[src/rtl/keypad_scanner.sv]
// keypad_scanner: scans a 4x4 passive matrix keypad one column at a time.
// It debounces presses and releases over whole scan dwells, then reports a
// hex key code with a one-cycle valid strobe and a held flag.
module keypad_scanner #(
  parameter int SCAN_DIV        = 48000,
  parameter int DEBOUNCE_DWELLS = 20
) (
  input  logic       int_osc,
  input  logic       reset,
  input  logic [3:0] rows,
  output logic [3:0] cols,
  output logic [3:0] key,
  output logic       key_valid,
  output logic       key_held
);

  localparam int DW = (SCAN_DIV > 1) ? $clog2(SCAN_DIV) : 1;
  localparam int CW = $clog2(DEBOUNCE_DWELLS + 1);

  localparam logic [DW-1:0] DWELL_LAST = DW'(SCAN_DIV - 1);
  localparam logic [DW-1:0] DWELL_ONE  = DW'(1);
  localparam logic [CW-1:0] DB_LAST    = CW'(DEBOUNCE_DWELLS);
  localparam logic [CW-1:0] DB_ONE     = CW'(1);

  localparam logic [1:0] SCAN     = 2'd0;
  localparam logic [1:0] PRESS_DB = 2'd1;
  localparam logic [1:0] HELD     = 2'd2;
  localparam logic [1:0] REL_DB   = 2'd3;

  logic [3:0]    rows_meta;
  logic [3:0]    rs;
  logic [DW-1:0] dwell;
  logic          sample;
  logic [1:0]    col_idx;
  logic [1:0]    state;
  logic [3:0]    cand;
  logic [CW-1:0] db_cnt;
  logic [CW-1:0] db_next;
  logic          rs_idle;
  logic          rs_single;
  logic [1:0]    rs_row;

  // Hex code for a key at matrix position [row][col].
  function automatic logic [3:0] key_map(input logic [1:0] r, input logic [1:0] c);
    key_map = 4'h0;
    case ({r, c})
      4'h0: key_map = 4'h1;
      4'h1: key_map = 4'h2;
      4'h2: key_map = 4'h3;
      4'h3: key_map = 4'hA;
      4'h4: key_map = 4'h4;
      4'h5: key_map = 4'h5;
      4'h6: key_map = 4'h6;
      4'h7: key_map = 4'hB;
      4'h8: key_map = 4'h7;
      4'h9: key_map = 4'h8;
      4'hA: key_map = 4'h9;
      4'hB: key_map = 4'hC;
      4'hC: key_map = 4'hE;
      4'hD: key_map = 4'h0;
      4'hE: key_map = 4'hF;
      4'hF: key_map = 4'hD;
      default: key_map = 4'h0;
    endcase
  endfunction

  assign cols    = ~(4'b0001 << col_idx);
  assign sample  = (dwell == DWELL_LAST);
  assign rs_idle = (rs == 4'b1111);
  assign db_next = db_cnt + DB_ONE;

  // Two-flop synchronizer for the asynchronous row lines; idles high.
  always_ff @(posedge int_osc or negedge reset) begin
    if (!reset) begin
      rows_meta <= 4'b1111;
      rs        <= 4'b1111;
    end else begin
      rows_meta <= rows;
      rs        <= rows_meta;
    end
  end

  // Dwell counter: one full wrap per column slot, sampling on the last count.
  always_ff @(posedge int_osc or negedge reset) begin
    if (!reset) begin
      dwell <= '0;
    end else if (sample) begin
      dwell <= '0;
    end else begin
      dwell <= dwell + DWELL_ONE;
    end
  end

  // Classify a synchronized sample: exactly one low row gives its row index.
  always_comb begin
    rs_single = 1'b0;
    rs_row    = 2'd0;
    case (rs)
      4'b1110: begin rs_single = 1'b1; rs_row = 2'd0; end
      4'b1101: begin rs_single = 1'b1; rs_row = 2'd1; end
      4'b1011: begin rs_single = 1'b1; rs_row = 2'd2; end
      4'b0111: begin rs_single = 1'b1; rs_row = 2'd3; end
      default: begin rs_single = 1'b0; rs_row = 2'd0; end
    endcase
  end

  // Scan/debounce state machine; acts only on sample cycles, freezing the
  // column from the first detection until the release is debounced.
  always_ff @(posedge int_osc or negedge reset) begin
    if (!reset) begin
      state     <= SCAN;
      col_idx   <= 2'd0;
      cand      <= 4'b1111;
      db_cnt    <= '0;
      key       <= 4'h0;
      key_valid <= 1'b0;
      key_held  <= 1'b0;
    end else begin
      key_valid <= 1'b0;
      if (sample) begin
        case (state)
          SCAN: begin
            if (rs_single) begin
              cand <= rs;
              if (DEBOUNCE_DWELLS == 1) begin
                key       <= key_map(rs_row, col_idx);
                key_valid <= 1'b1;
                key_held  <= 1'b1;
                db_cnt    <= '0;
                state     <= HELD;
              end else begin
                db_cnt <= DB_ONE;
                state  <= PRESS_DB;
              end
            end else begin
              col_idx <= col_idx + 2'd1;
            end
          end
          PRESS_DB: begin
            if (rs == cand) begin
              if (db_next == DB_LAST) begin
                key       <= key_map(rs_row, col_idx);
                key_valid <= 1'b1;
                key_held  <= 1'b1;
                db_cnt    <= '0;
                state     <= HELD;
              end else begin
                db_cnt <= db_next;
              end
            end else begin
              state   <= SCAN;
              col_idx <= col_idx + 2'd1;
            end
          end
          HELD: begin
            if (rs_idle) begin
              if (DEBOUNCE_DWELLS == 1) begin
                key_held <= 1'b0;
                col_idx  <= col_idx + 2'd1;
                state    <= SCAN;
              end else begin
                db_cnt <= DB_ONE;
                state  <= REL_DB;
              end
            end else begin
              db_cnt <= '0;
            end
          end
          REL_DB: begin
            if (rs_idle) begin
              if (db_next == DB_LAST) begin
                key_held <= 1'b0;
                col_idx  <= col_idx + 2'd1;
                db_cnt   <= '0;
                state    <= SCAN;
              end else begin
                db_cnt <= db_next;
              end
            end else begin
              db_cnt <= '0;
              state  <= HELD;
            end
          end
          default: state <= SCAN;
        endcase
      end
    end
  end

endmodule
[config.mk]
export PLATFORM = sky130hd
export DESIGN_NAME = keypad_scanner
export DESIGN_NICKNAME = d
export VERILOG_FILES = /design/src/rtl/keypad_scanner.sv
export SDC_FILE = /design/constraint.sdc
export NUM_CORES = 1
export LEC_CHECK = 0
export ABC_AREA = 1
export ABC_CLOCK_PERIOD_IN_PS = 4200
export BUFFER_PORTS_ARGS = -buffer_cell sky130_fd_sc_hd__buf_2
export CORE_ASPECT_RATIO = 0.75
export CORE_UTILIZATION = 60
export DETAILED_ROUTE_END_ITERATION = 10
export GPL_ROUTABILITY_DRIVEN = 0
export HOLD_SLACK_MARGIN = 0.06
export PLACE_DENSITY = 0.79
export SYNTH_ARGS = -nofsm -noshare
export SYNTH_HDL_FRONTEND = slang
export SYNTH_SLANG_ARGS = --single-unit
[constraint.sdc]
create_clock -name int_osc -period 4.2 [get_ports int_osc]
set_input_delay 0.42 -clock int_osc [delete_from_list [all_inputs] [get_ports int_osc]]
set_output_delay 0.42 -clock int_osc [all_outputs]
set_load 0.01 [all_outputs]
**After elaboration in Yosys (flattened, before gate mapping)**

Memory sizes are Yosys's and may differ from the RTL's. A register that Yosys moved wholly into a read port is not among the register bits.
Cells that the tools add are included.

- Word-level logic and storage cells: 77
- Input port bits: 6
- Flip-flop bits (word level): 39
- Bits in read-only memories: 64
- Output and inout port bits: 10
- Memories kept: 1

- Add/subtract/negate cells: 3
- Bitwise operators: 1
- Multiplexer cells: 30
- Reduce and logical (&&, ||, !) cells: 11
- Shifts and indexed selects: 1
- Eq/ne operators: 21

Memory list:

| name | words | width | rd ports | clocked after Yosys merged registers in | wr ports | RTL line | source |
|---|---|---|---|---|---|---|---|
| (name not given) | 16 | 4 | 1 | 1 | 0 | 46 | `case ({r, c})` |

Operators by type and width:

| operator | number |
|---|---|
| 2-bit 2-to-1 mux | 10 |
| 5-bit 2-to-1 mux | 4 |
| 5-bit case mux with 4 select lines | 1 |
| 16-bit by 1-bit adder with 16-bit output, second input constant | 1 |
| 16-bit equality test, second input constant | 1 |
| 4-bit equality test, second input constant | 4 |
| 16-bit 2-to-1 mux | 1 |
| 2-bit inequality test, second input constant | 8 |
| 2-bit case mux with 3 select lines | 2 |
| 6-bit AND reduction | 2 |
| 1-bit 2-to-1 mux | 10 |
| 2-bit case mux with 4 select lines | 1 |
| 3-bit inequality test, second input constant | 2 |
| 3-bit AND reduction | 2 |
| 5-bit by 1-bit adder with 5-bit output, second input constant | 1 |
| 5-bit equality test, second input constant | 1 |
| 5-bit AND reduction | 1 |
| 2-bit equality test, second input constant | 2 |
| 4-bit by 3-bit equality test with 1-bit output, second input constant | 1 |
| 4-bit equality test | 1 |
| 4-bit inverter | 1 |
| 4-bit AND reduction | 1 |
| 4-bit OR reduction | 1 |
| 1-bit by 2-bit << shifter with 4-bit output, first input constant | 1 |
| 7 further kinds | 7 |

**Logic depth before layout (Yosys ltp)**

Gate-level depths: netlist of the first run.

- Word-level depth: 6
- Mapped depth: 11
- Gate-level depth less buffers: 11

**Worst setup path after synthesis of the first run**

OpenSTA, ideal clock, no wires.

- Path kind: flip-flop to flip-flop
- Start point: reg db_cnt[0]
- End point: reg key[2]
- Period minus slack after synthesis: 1.447 ns
- Buffers on the path: 0
- Data arrival time: 1.327 ns
- Setup slack: 2.753 ns
- Stages on the path, launching flop included: 10
- Data required time: 4.079 ns
- Setup time: 0.121 ns
- Path through: dfrtp_1 ha_1 nand2_1 nand2_1 nor2_2 nand3_4 nor2_8 nand2_4 nand2_1 o21ai_1

- Longest elaborated chain between the ends: 3

RTL lines:

| what | RTL line | source |
|---|---|---|
| start: declaration | 37 | `logic [CW-1:0] db_cnt;` |
| start signal: assignment | 148 | `db_cnt <= db_next;` |
| start signal: assignment | 177 | `db_cnt <= db_next;` |
| 5-bit by 1-bit adder with 5-bit output | 70 | `assign db_next = db_cnt + DB_ONE;` |
| 5-bit equality test | 141 | `if (db_next == DB_LAST) begin` |
| 4-bit AND reduction (no line) | - |  |
| end: declaration | 12 | `output logic [3:0] key,` |

No other way between the ends.
A chain may end at the register's enable or synchronous reset.

**Worst setup path after layout of the first run**

- Start point: reg col_idx[0]
- End point: out cols[0]

- Longest elaborated chain between the ends: 2

RTL lines:

| what | RTL line | source |
|---|---|---|
| start: declaration | 34 | `logic [1:0] col_idx;` |
| start signal: assignment | 136 | `col_idx <= col_idx + 2'd1;` |
| start signal: assignment | 152 | `col_idx <= col_idx + 2'd1;` |
| start signal: assignment | 159 | `col_idx <= col_idx + 2'd1;` |
| 1-bit by 2-bit << shifter with 4-bit output | 67 | `assign cols = ~(4'b0001 << col_idx);` |
| 4-bit inverter | 67 |  |
| end: declaration | 11 | `output logic [3:0] cols,` |

No other way between the ends.

==> results of run 1 <==
-- sequential cells by signal, summed over array words and instances, names as in the netlist, 2 cells and up --
register   cells
state          2
rs             4
cand           4
key            4
rows_meta      4
db_cnt         5
col_idx        2
dwell         16
-- synth_stat cells, drive strengths merged --
cell,number
nor3,2
a31oi,1
nand3b,2
a211oi,1
o211ai,1
or2,2
a21oi,10
nor2,38
clkinv,2
nand3,34
nand2,105
a22oi,1
o21ai,18
inv,53
dfstp,12
nand4,4
dfrtp,31
xor2,3
ha,13
-- worst min path at each step --
stage                       from           end  slack [ns]
CTS                      rows[1]  rows_meta[1]        0.20
detailed placement  rows_meta[1]         rs[1]        0.35
global placement    rows_meta[0]         rs[0]        0.35
floorplan                  reset    col_idx[0]        0.12
finish                   rows[1]  rows_meta[1]        0.21
global route             rows[3]  rows_meta[3]        0.19
-- kinds of logic after synthesis --
| logic type | Yosys count | share of synthesized area, % |
|---|---|---|
| AO/OA/AOI/OAI | 32 | 6.66 |
| flip-flops | 43 | 42.1 |
| adder cells (fa/ha/maj) | 13 | 6.27 |
| XOR/XNOR | 3 | 1.01 |
| buffers and inverters | 55 | 8.20 |
| AND/OR/NAND/NOR | 187 | 35.8 |
-- worst reg2reg max path: stages (launching register included) --
cell	delay, ns
dfstp_2	0.57
nand2_1	0.13
nor2_2	0.20
nor2_1	0.08
nor2_1	0.11
nand3_1	0.09
nor2_2	0.17
nand2_1	0.08
nand2_1	0.06
nand2_1	0.05
-- power groups by stage --
stage / combinational (W) / clock, W / sequential (W)
2_1_floorplan: 0.0000158 / 0 / 0.000431
3_3_place_gp: 0.0000285 / 0 / 0.000432
3_5_place_dp: 0.0000290 / 0 / 0.000432
4_1_cts: 0.0000291 / 0.000277 / 0.000424
5_1_grt: 0.0000332 / 0.000290 / 0.000425
6_report: 0.0000286 / 0.000261 / 0.000424
-- final cells by class --
type	instances	area, sq um	share of cell area, %
Multi-Input combinational cell	235	1290	45.7
Sequential cell	43	1090	38.6
Inverter	55	213	7.53
Timing Repair Buffer	15	75.1	2.66
Clock buffer	5	68.8	2.44
Tap cell	55	68.8	2.44
Clock inverter	3	17.5	0.620
-- metrics by stage --
step | power [W] | std cells | hold WS (ns) | utilization, % | worst slack (ns)
4_1_cts | 0.000730 | 411 | 0.197 | 68.8 | 2.46
2_1_floorplan | 0.000447 | 333 | 0.124 | - | 2.75
3_5_place_dp | 0.000461 | 403 | 0.347 | 66.7 | 2.60
3_3_place_gp | 0.000460 | 403 | 0.350 | 66.7 | 2.62
6_report | 0.000713 | 411 | 0.207 | 68.8 | 2.47
5_1_grt | 0.000748 | 411 | 0.189 | 68.8 | 2.38
-- layer usage --
layer,vias to the layer above,wire (um),track usage (%)
met4,0,84,10.3
met3,8,203,4.65
li1,1087,-,-
met2,53,2160,38.1
met1,974,2210,31.9
met5,-,0,0
==> impl_results.md, run 1 <==
* CP max stage delay at 0.43 ns
* R2R Path End: col_idx[1]
* Post-route cell area at 0.00282 sq mm
* DRC viols at 0
* VDD IR max at 161 uV
* Power per standard cell area at 253 mW/mm^2
* Cells after synthesis at 333
* Fillers at 338
* Mapped Nets at 352
* Largest delay contributor family on the critical path: flip-flops
* P_sw at 0.000168 W
* Register-to-register setup slack at 2.56 ns
* Die W at 77.9 um
* Seq/Total Area, Yosys at 42.1%
* DR iter-0 viols at 158
* Die area at 0.00459 sq mm
* DR pass1 iterations at 4
* R2R depth at 9
* CTS Buf Count at 5
* Final setup fails at 0
* WP buf/inv at 3
* Htree depth at 2
* Final period utilization at 41.2%
* Antenna violations before repair at 0
* Critical Path Source: col_idx[0]
* Critical Path End Type: output pin
* Area grow syn2layout at 8.88%
* Setup bufs post-CTS at 0
* Worst Path Class, Setup: flop to output pin
* Overflow after GRT at 0
* CTS clk-pin slew, worst paths at 0.08 ns
* Clock root cell: clkbuf_8
* Worst slew pin tran at 0.914 ns
* Area contributors post-synth: dfrtp_1 (30%), nand2_1 (14%), dfstp_2 (12%), inv_1 (7.2%), ha_1 (6.3%)
* Commonest non-fill, non-tap cells in the layout: nand2_1 (98), inv_1 (50), dfrtp_1 (31)
* CP endpoint: cols[0]
* CTS Buffer Depth at 2
* Ports at 16
* CTS tree: built
* Clock share of power at 36.6%
* Largest net degree at the start of global routing at 44
* Total Wirelength at 4660 um
* Slowest CP cell: dfrtp_1
* Data required time of the worst path at 3.78 ns
* RR Startpoint: rs[1]
* Sequential power share at 59.4%
* Syn avg cell area at 7.79 sq um
* Largest area contributor in the netlist: dfrtp_1
* P_int at 0.000545 W
* Max-cap violations at 0
* Row cnt at 20
* Cells along the critical path: inv_1, ha_1, inv_1, buf_2
* Slew Limit Fails at 0
* Final nets at 374
* Yosys reg bits at 43
* Number of diodes at 0
* Final number of hold-violating endpoints at 0
* Synth Cell Area at 0.00259 sq mm
* Hold Crit Depth at 1
* Setup_tns at 0 ns
* CP Data Arrival Time at 1.31 ns
* Share of layout cells above drive strength 1 at 19.7%
* WL/cell at 11.3 um
* Fin Clk Skew at 0.00651 ns
* Critical Path Fanout Max at 7
* Post-synth top area share at 29.9%
* Final worst path period need at 1.73 ns
* Global-route wire length before repair at 8320 um
* Total number of yosys warnings at 0
* Slew headroom at 39.1%
* Vias per cell at 5.16
* Initial Utilization at 63.2%
* Cts hold-fix bufs at 0
* Clock Sinks at 43
* Min-Delay Path Class: input pin to flop
* Sw frac at 23.6%
* Unique masters post-synth at 33
* Latest clock arrival within the worst-skew pair at 0.30 ns
* IO buf count at 15
* CORE AREA at 0.00410 sq mm
* Vias in the first global route at 1,865
* CTS resizes at 0
* Startpoint types: flop
* Vias at 2,122
* Max Clk Rate at 0.578 GHz
* Logic pwr share at 4.0%
* Crit path top cell by count: inv_1
* Dpl hpwl at 3550 um
* Outcome: complete, no violations
* All-Layer GR Usage at 23.7%
* WP depth at 4
* Pleak at 1.44 nW
* Area of placed instances at 0.00274 sq mm
* RSZ-0062 raised after global routing: false
* Commonest non-fill, non-tap cell in the layout: nand2_1
* Antenna viol nets, final at 0
* Die extent in y at 58.9 um
No activity file was read; power rests on OpenSTA's default activity.
==> run 2: changes to the inputs <==
--- a/config.mk
+++ b/config.mk
@@ -6,14 +6,14 @@
 export NUM_CORES = 1
 export LEC_CHECK = 0
 export ABC_AREA = 1
-export ABC_CLOCK_PERIOD_IN_PS = 4200
+export ABC_CLOCK_PERIOD_IN_PS = 1500
 export BUFFER_PORTS_ARGS = -buffer_cell sky130_fd_sc_hd__buf_2
 export CORE_ASPECT_RATIO = 0.75
-export CORE_UTILIZATION = 60
+export CORE_UTILIZATION = 55
 export DETAILED_ROUTE_END_ITERATION = 10
 export GPL_ROUTABILITY_DRIVEN = 0
 export HOLD_SLACK_MARGIN = 0.06
-export PLACE_DENSITY = 0.79
+export PLACE_DENSITY = 0.76
 export SYNTH_ARGS = -nofsm -noshare
 export SYNTH_HDL_FRONTEND = slang
 export SYNTH_SLANG_ARGS = --single-unit
==> constraint.sdc (replaced) <==
create_clock -name int_osc -period 1.5 [get_ports int_osc]
set_input_delay 0.15 -clock int_osc [delete_from_list [all_inputs] [get_ports int_osc]]
set_output_delay 0.15 -clock int_osc [all_outputs]
set_load 0.01 [all_outputs]
==> impl_results.md, run 2 (synthesized netlist as in run 1, its figures left out) <==
* Vias in the first global route at 1,999
* Worst Path Class, Setup: flop to flop
* Ports at 16
* CP Data Arrival Time at 1.75 ns
* Total Wirelength at 5800 um
* RSZ-0062 raised after global routing: true
* Multi-input logic area at 0.00148 sq mm
* CTS tree: built
* Slew Limit Fails at 0
* Largest register FFs at 16
* Largest net degree at the start of global routing at 44
* Power per standard cell area at 611 mW/mm^2
* DRC viols at 0
* Max Clk Rate at 0.643 GHz
* Fillers at 321
* Row cnt at 21
* IO buf count at 15
* DR iter-0 viols at 135
* Register-to-register setup slack at -0.06 ns
* Final worst path period need at 1.56 ns
* Critical Path End Type: flop
* Max-cap violations at 0
* Regs by FF count: dwell x16, db_cnt x5
* Pleak at 1.61 nW
* Fin Clk Skew at 0.0108 ns
* Startpoint types: flop
* Final Core Density at 73.3%
* Commonest non-fill, non-tap cell in the layout: nand2_1
* Failing checks: setup timing
* Slew headroom at 64.0%
* Number of diodes at 0
* Final period utilization at 104%
* WL/cell at 13.0 um
* CTS Buffer Depth at 2
* Data required time of the worst path at 1.69 ns
* CORE AREA at 0.00449 sq mm
* Final nets at 409
* Worst slew pin tran at 0.541 ns
* Share of layout cells above drive strength 1 at 34.5%
* Die extent in y at 61.5 um
* Min-Delay Path Class: flop to flop
* VDD IR max at 506 uV
* Setup_tns at -0.387 ns
* Commonest non-fill, non-tap cells in the layout: nand2_1 (86), inv_1 (46), dfrtp_1 (30)
* Gr busiest metal: met2
* Antenna violations before repair at 0
* Dpl hpwl at 3760 um
* Antenna viol nets, final at 0
* Vias per cell at 5.14
* CTS clk-pin slew, worst paths at 0.08 ns
* Global-route wire length before repair at 8760 um
* Critical Path Fanout Max at 6
* Overflow after GRT at 0
* Sequential cell area at 0.00109 sq mm
* Htree depth at 2
* Final number of hold-violating endpoints at 0
* Die W at 81.3 um
* Area grow syn2layout at 27.0%
* Global Route met1 Usage at 31.3%
* Clock root cell: clkbuf_8
* Tot Pwr at 0.00201 W
* Global routing met3 resource utilization at 5.63%
* Clock Sinks at 43
* Largest register by flop count: dwell
* WHS at 0.358 ns
* Latest clock arrival within the worst-skew pair at 0.29 ns
* Vias at 2,303
* DR pass1 iterations at 4
* Die area at 0.00500 sq mm
* Worst Slack Setup Final at -0.0551 ns
* Outcome: finished, violations left
* Final setup fails at 14
* All-Layer GR Usage at 23.3%
* Met2 usage at 38.5%
* CTS Buf Count at 5
* Initial Utilization at 57.7%
[run 2: cell types whose count changed in the layout (fill, tap and decap cells not counted), moves of 3 or more]
cell,change
buf_4,+28
dlygate4sd3_1,+5
ha_1,-3
inv_1,-4
inv_2,+4
nand2_1,-12
nand2_2,+9
nand3_1,-5
nand3_4,+4
nor2_1,-7
nor2_4,+5
o21ai_0,-3
o21ai_2,+4
[run 2: layout make-up]
cell class                 instances  share of cell area (%)
clock buffer                       7                    2.32
clock inverter                     1                   0.152
inverter                          55                    6.46
multi-input combinational        235                    44.9
sequential                        43                    33.2
tap                               57                    2.17
timing repair buffer              50                    10.9
[run 2: worst paths after layout]
kind / startpoint / end / cells past startpoint
worst max-delay path: rs[3] / db_cnt[1] / 9
worst min-delay path: rows_meta[0] / rs[0] / 0
worst max register to register: rs[3] / db_cnt[1] / 9
worst min register to register: rows_meta[0] / rs[0] / 0
max in group asynchronous: reset / col_idx[0] / 3
min in group asynchronous: reset / db_cnt[2] / 3
[run 2: critical path: stages, from the launching register on]
cell and delay, ns:
dfstp_2 0.60, inv_2 0.07, nand2_1 0.06, nand2_1 0.07, nor2_2 0.17, nand2_2 0.11, nand2_4 0.11, nand3_4 0.12
nand2_2 0.10, o21ai_2 0.05
[run 2: repair_timing]
action / in CTS / in global routing
gates resized for setup: 19 / 37
setup endpoints to repair: 18 / 33
hold buffers: 5 / 0
hold endpoints to repair: 35 / 0
buffers inserted: 6 / 7
pin swaps: 9 / 20
[run 2: report_power, final]
part / leakage [nW] / switching [W] / internal, W
Combinational: 1.03 / 0.0000717 / 0.0000457
Clock: 0.0422 / 0.000377 / 0.000327
Sequential: 0.542 / 0.0000105 / 0.00118
Total: 1.61 / 0.000460 / 0.00155
[run 2: metrics by stage]
step / setup slack, ns / area [sq um] / instances
2_1_floorplan: 0.0526 / 2590 / 333
3_3_place_gp: -0.0414 / 2880 / 423
3_5_place_dp: -0.0771 / 2880 / 423
4_1_cts: -0.0259 / 3120 / 442
5_1_grt: -0.158 / 3290 / 448
6_report: -0.0551 / 3290 / 448
[run 2: metal layers]
layer | wire, um | vias to the layer above
met3 | 244 | 7
li1 | - | 1164
met4 | 62 | 0
met1 | 2660 | 1079
met5 | 0 | -
met2 | 2840 | 53
==> run 3: changes to the inputs <==
--- a/config.mk
+++ b/config.mk
@@ -9,6 +9,7 @@
 export ABC_CLOCK_PERIOD_IN_PS = 1500
 export BUFFER_PORTS_ARGS = -buffer_cell sky130_fd_sc_hd__buf_2
 export CORE_ASPECT_RATIO = 0.75
+export CORE_MARGIN = 4
 export CORE_UTILIZATION = 55
 export DETAILED_ROUTE_END_ITERATION = 10
 export GPL_ROUTABILITY_DRIVEN = 0
==> impl_results.md, run 3 (synthesized netlist as in run 1, its figures left out) <==
* Outcome: finished, violations left
* Failing checks: setup timing
* Met2 Wirelength at 3090 um
* DR top layer: met4
* CTS Buffer Depth at 2
* Row cnt at 21
* CTS clk-pin slew, worst paths at 0.09 ns
* CTS Buf Count at 5
* Largest register FFs at 16
* Data required time of the worst path at 1.69 ns
* Dpl hpwl at 3990 um
* Total Wirelength at 6270 um
* Die W at 87.3 um
* Startpoint types: flop
* Metal3 WL at 238 um
* Area grow syn2layout at 35.1%
* IO buf count at 15
* Die area at 0.00589 sq mm
* Final cell count without fillers at 454
* Final period utilization at 110%
* Final setup fails at 18
* Largest net degree at the start of global routing at 44
* Die extent in y at 67.5 um
* Htree depth at 2
* WP buf/inv at 1
* Cells along the critical path: nand2_4, nand3b_1, nand2_2, nand2_1, nand2_1, nor2_2, buf_4, nand3_2, nand2_1
* WL/cell at 13.8 um
* Initial Utilization at 57.4%
* Min-Delay Path Class: input pin to async pin
* Fillers at 310
* Ports at 16
* Commonest non-fill, non-tap cell in the layout: nand2_1
* R2R depth at 9
* All-Layer GR Usage at 20.4%
* Slowest CP cell: dfstp_2
* Met1 wire length at 2880 um
* Latest clock arrival within the worst-skew pair at 0.30 ns
* Power per standard cell area at 631 mW/mm^2
* Critical Path End Type: flop
* Fin Clk Skew at 0.00962 ns
* DR pass1 iterations at 4
* Setup_tns at -1.45 ns
* RSZ-0062 raised after global routing: true
* Slew headroom at 76.9%
* RR Startpoint: rs[3]
* DRC viols at 0
* Vias in the first global route at 2,110
* Vias per cell at 5.14
* Antenna viol nets, final at 0
* R2R Path End: col_idx[1]
* Final nets at 415
* Vias at 2,332
* DP Cell Count at 423
* Worst Path Class, Setup: flop to flop
* Pleak at 1.71 nW
* Crit path top cell by count: nand2_1
* Max-cap violations at 0
* VDD IR max at 506 uV
* Setup WS pre-CTS at -0.103 ns
* CP Data Arrival Time at 1.84 ns
* CP max stage delay at 0.61 ns
* Area of placed instances at 0.00289 sq mm
* Worst Slack Setup Final at -0.151 ns
* Clock Sinks at 43
* Final worst path period need at 1.65 ns
* Antenna violations before repair at 0
* Clock root cell: clkbuf_8
* Number of diodes at 0
* Post-route cell area at 0.00350 sq mm
* Largest register by flop count: dwell
* Global-route wire length before repair at 9470 um
* DR iter-0 viols at 109
* Critical Path Fanout Max at 4
* Final number of hold-violating endpoints at 0
* CTS tree: built
* Max Clk Rate at 0.606 GHz
* CORE AREA at 0.00452 sq mm
* Slew Limit Fails at 0
* Largest delay contributor family on the critical path: simple AND/OR/NAND/NOR gates
* Share of layout cells above drive strength 1 at 40.6%
* Worst slew pin tran at 0.347 ns
* Overflow after GRT at 0
* Commonest non-fill, non-tap cells in the layout: nand2_1 (78), inv_1 (42), dfrtp_1 (31)
* Regs by FF count: dwell x16, db_cnt x5
* WHS at 0.340 ns
* Register-to-register setup slack at -0.15 ns
[run 3: cell types whose count changed in the layout (fill, tap and decap cells not counted), sizes merged]
| cell | delta |
|---|---|
| buf | +6 |
[run 3: worst max path at each step]
| stage | start | endpoint | cells after the start |
|---|---|---|---|
| CTS | rs[3] | col_idx[0] | 9 |
| floorplan | db_cnt[0] | key[2] | 9 |
| finish | rs[3] | col_idx[1] | 9 |
| global placement | state[1] | col_idx[1] | 9 |
| global route | rs[3] | col_idx[0] | 9 |
| detailed placement | rs[3] | db_cnt[0] | 9 |
[run 3: layout make-up]
| cell class | instances | area (sq um) | area share [%] |
|---|---|---|---|
| well taps | 57 | 71.3 | 2.04 |
| clock inverters | 1 | 5.00 | 0.143 |
| flip-flops and latches | 43 | 1090 | 31.1 |
| multi-input cells | 235 | 1560 | 44.5 |
| repair buffers | 56 | 454 | 13.0 |
| clock buffers | 7 | 108 | 3.07 |
| inverters | 55 | 215 | 6.14 |
[run 3: per-stage QoR]
step / total power [W] / utilization [%]
floorplan: 0.00125 / -
global placement: 0.00130 / 63.9
detailed placement: 0.00130 / 63.9
CTS: 0.00220 / 71.7
global route: 0.00227 / 77.5
finish: 0.00221 / 77.5
[run 3: timing repair]
| item | CTS | global route |
|---|---|---|
| hold endpoints to repair | 37 | 0 |
| cloned | 0 | 0 |
| setup endpoints to repair | 19 | 30 |
| pin swaps | 10 | 22 |
| gates resized for setup | 31 | 56 |
| buffers inserted | 11 | 8 |
| hold buffers | 5 | 0 |
[run 3: power by group]
part           switching (W)  internal, W  total, W
sequential         0.0000100      0.00118   0.00119
combinational      0.0000792    0.0000543  0.000133
clock               0.000415     0.000472  0.000888
[run 3: worst min-delay path, cell delays in order]
cell and delay (ns):
dlygate4sd3_1 0.51, buf_2 0.12, buf_12 0.23
[run 3: per-layer routing]
metal	global-route usage, %	up-vias
li1	-	1168
met1	28.3	1113
met2	32.1	41
met3	4.51	10
met4	5.94	0
met5	0	-
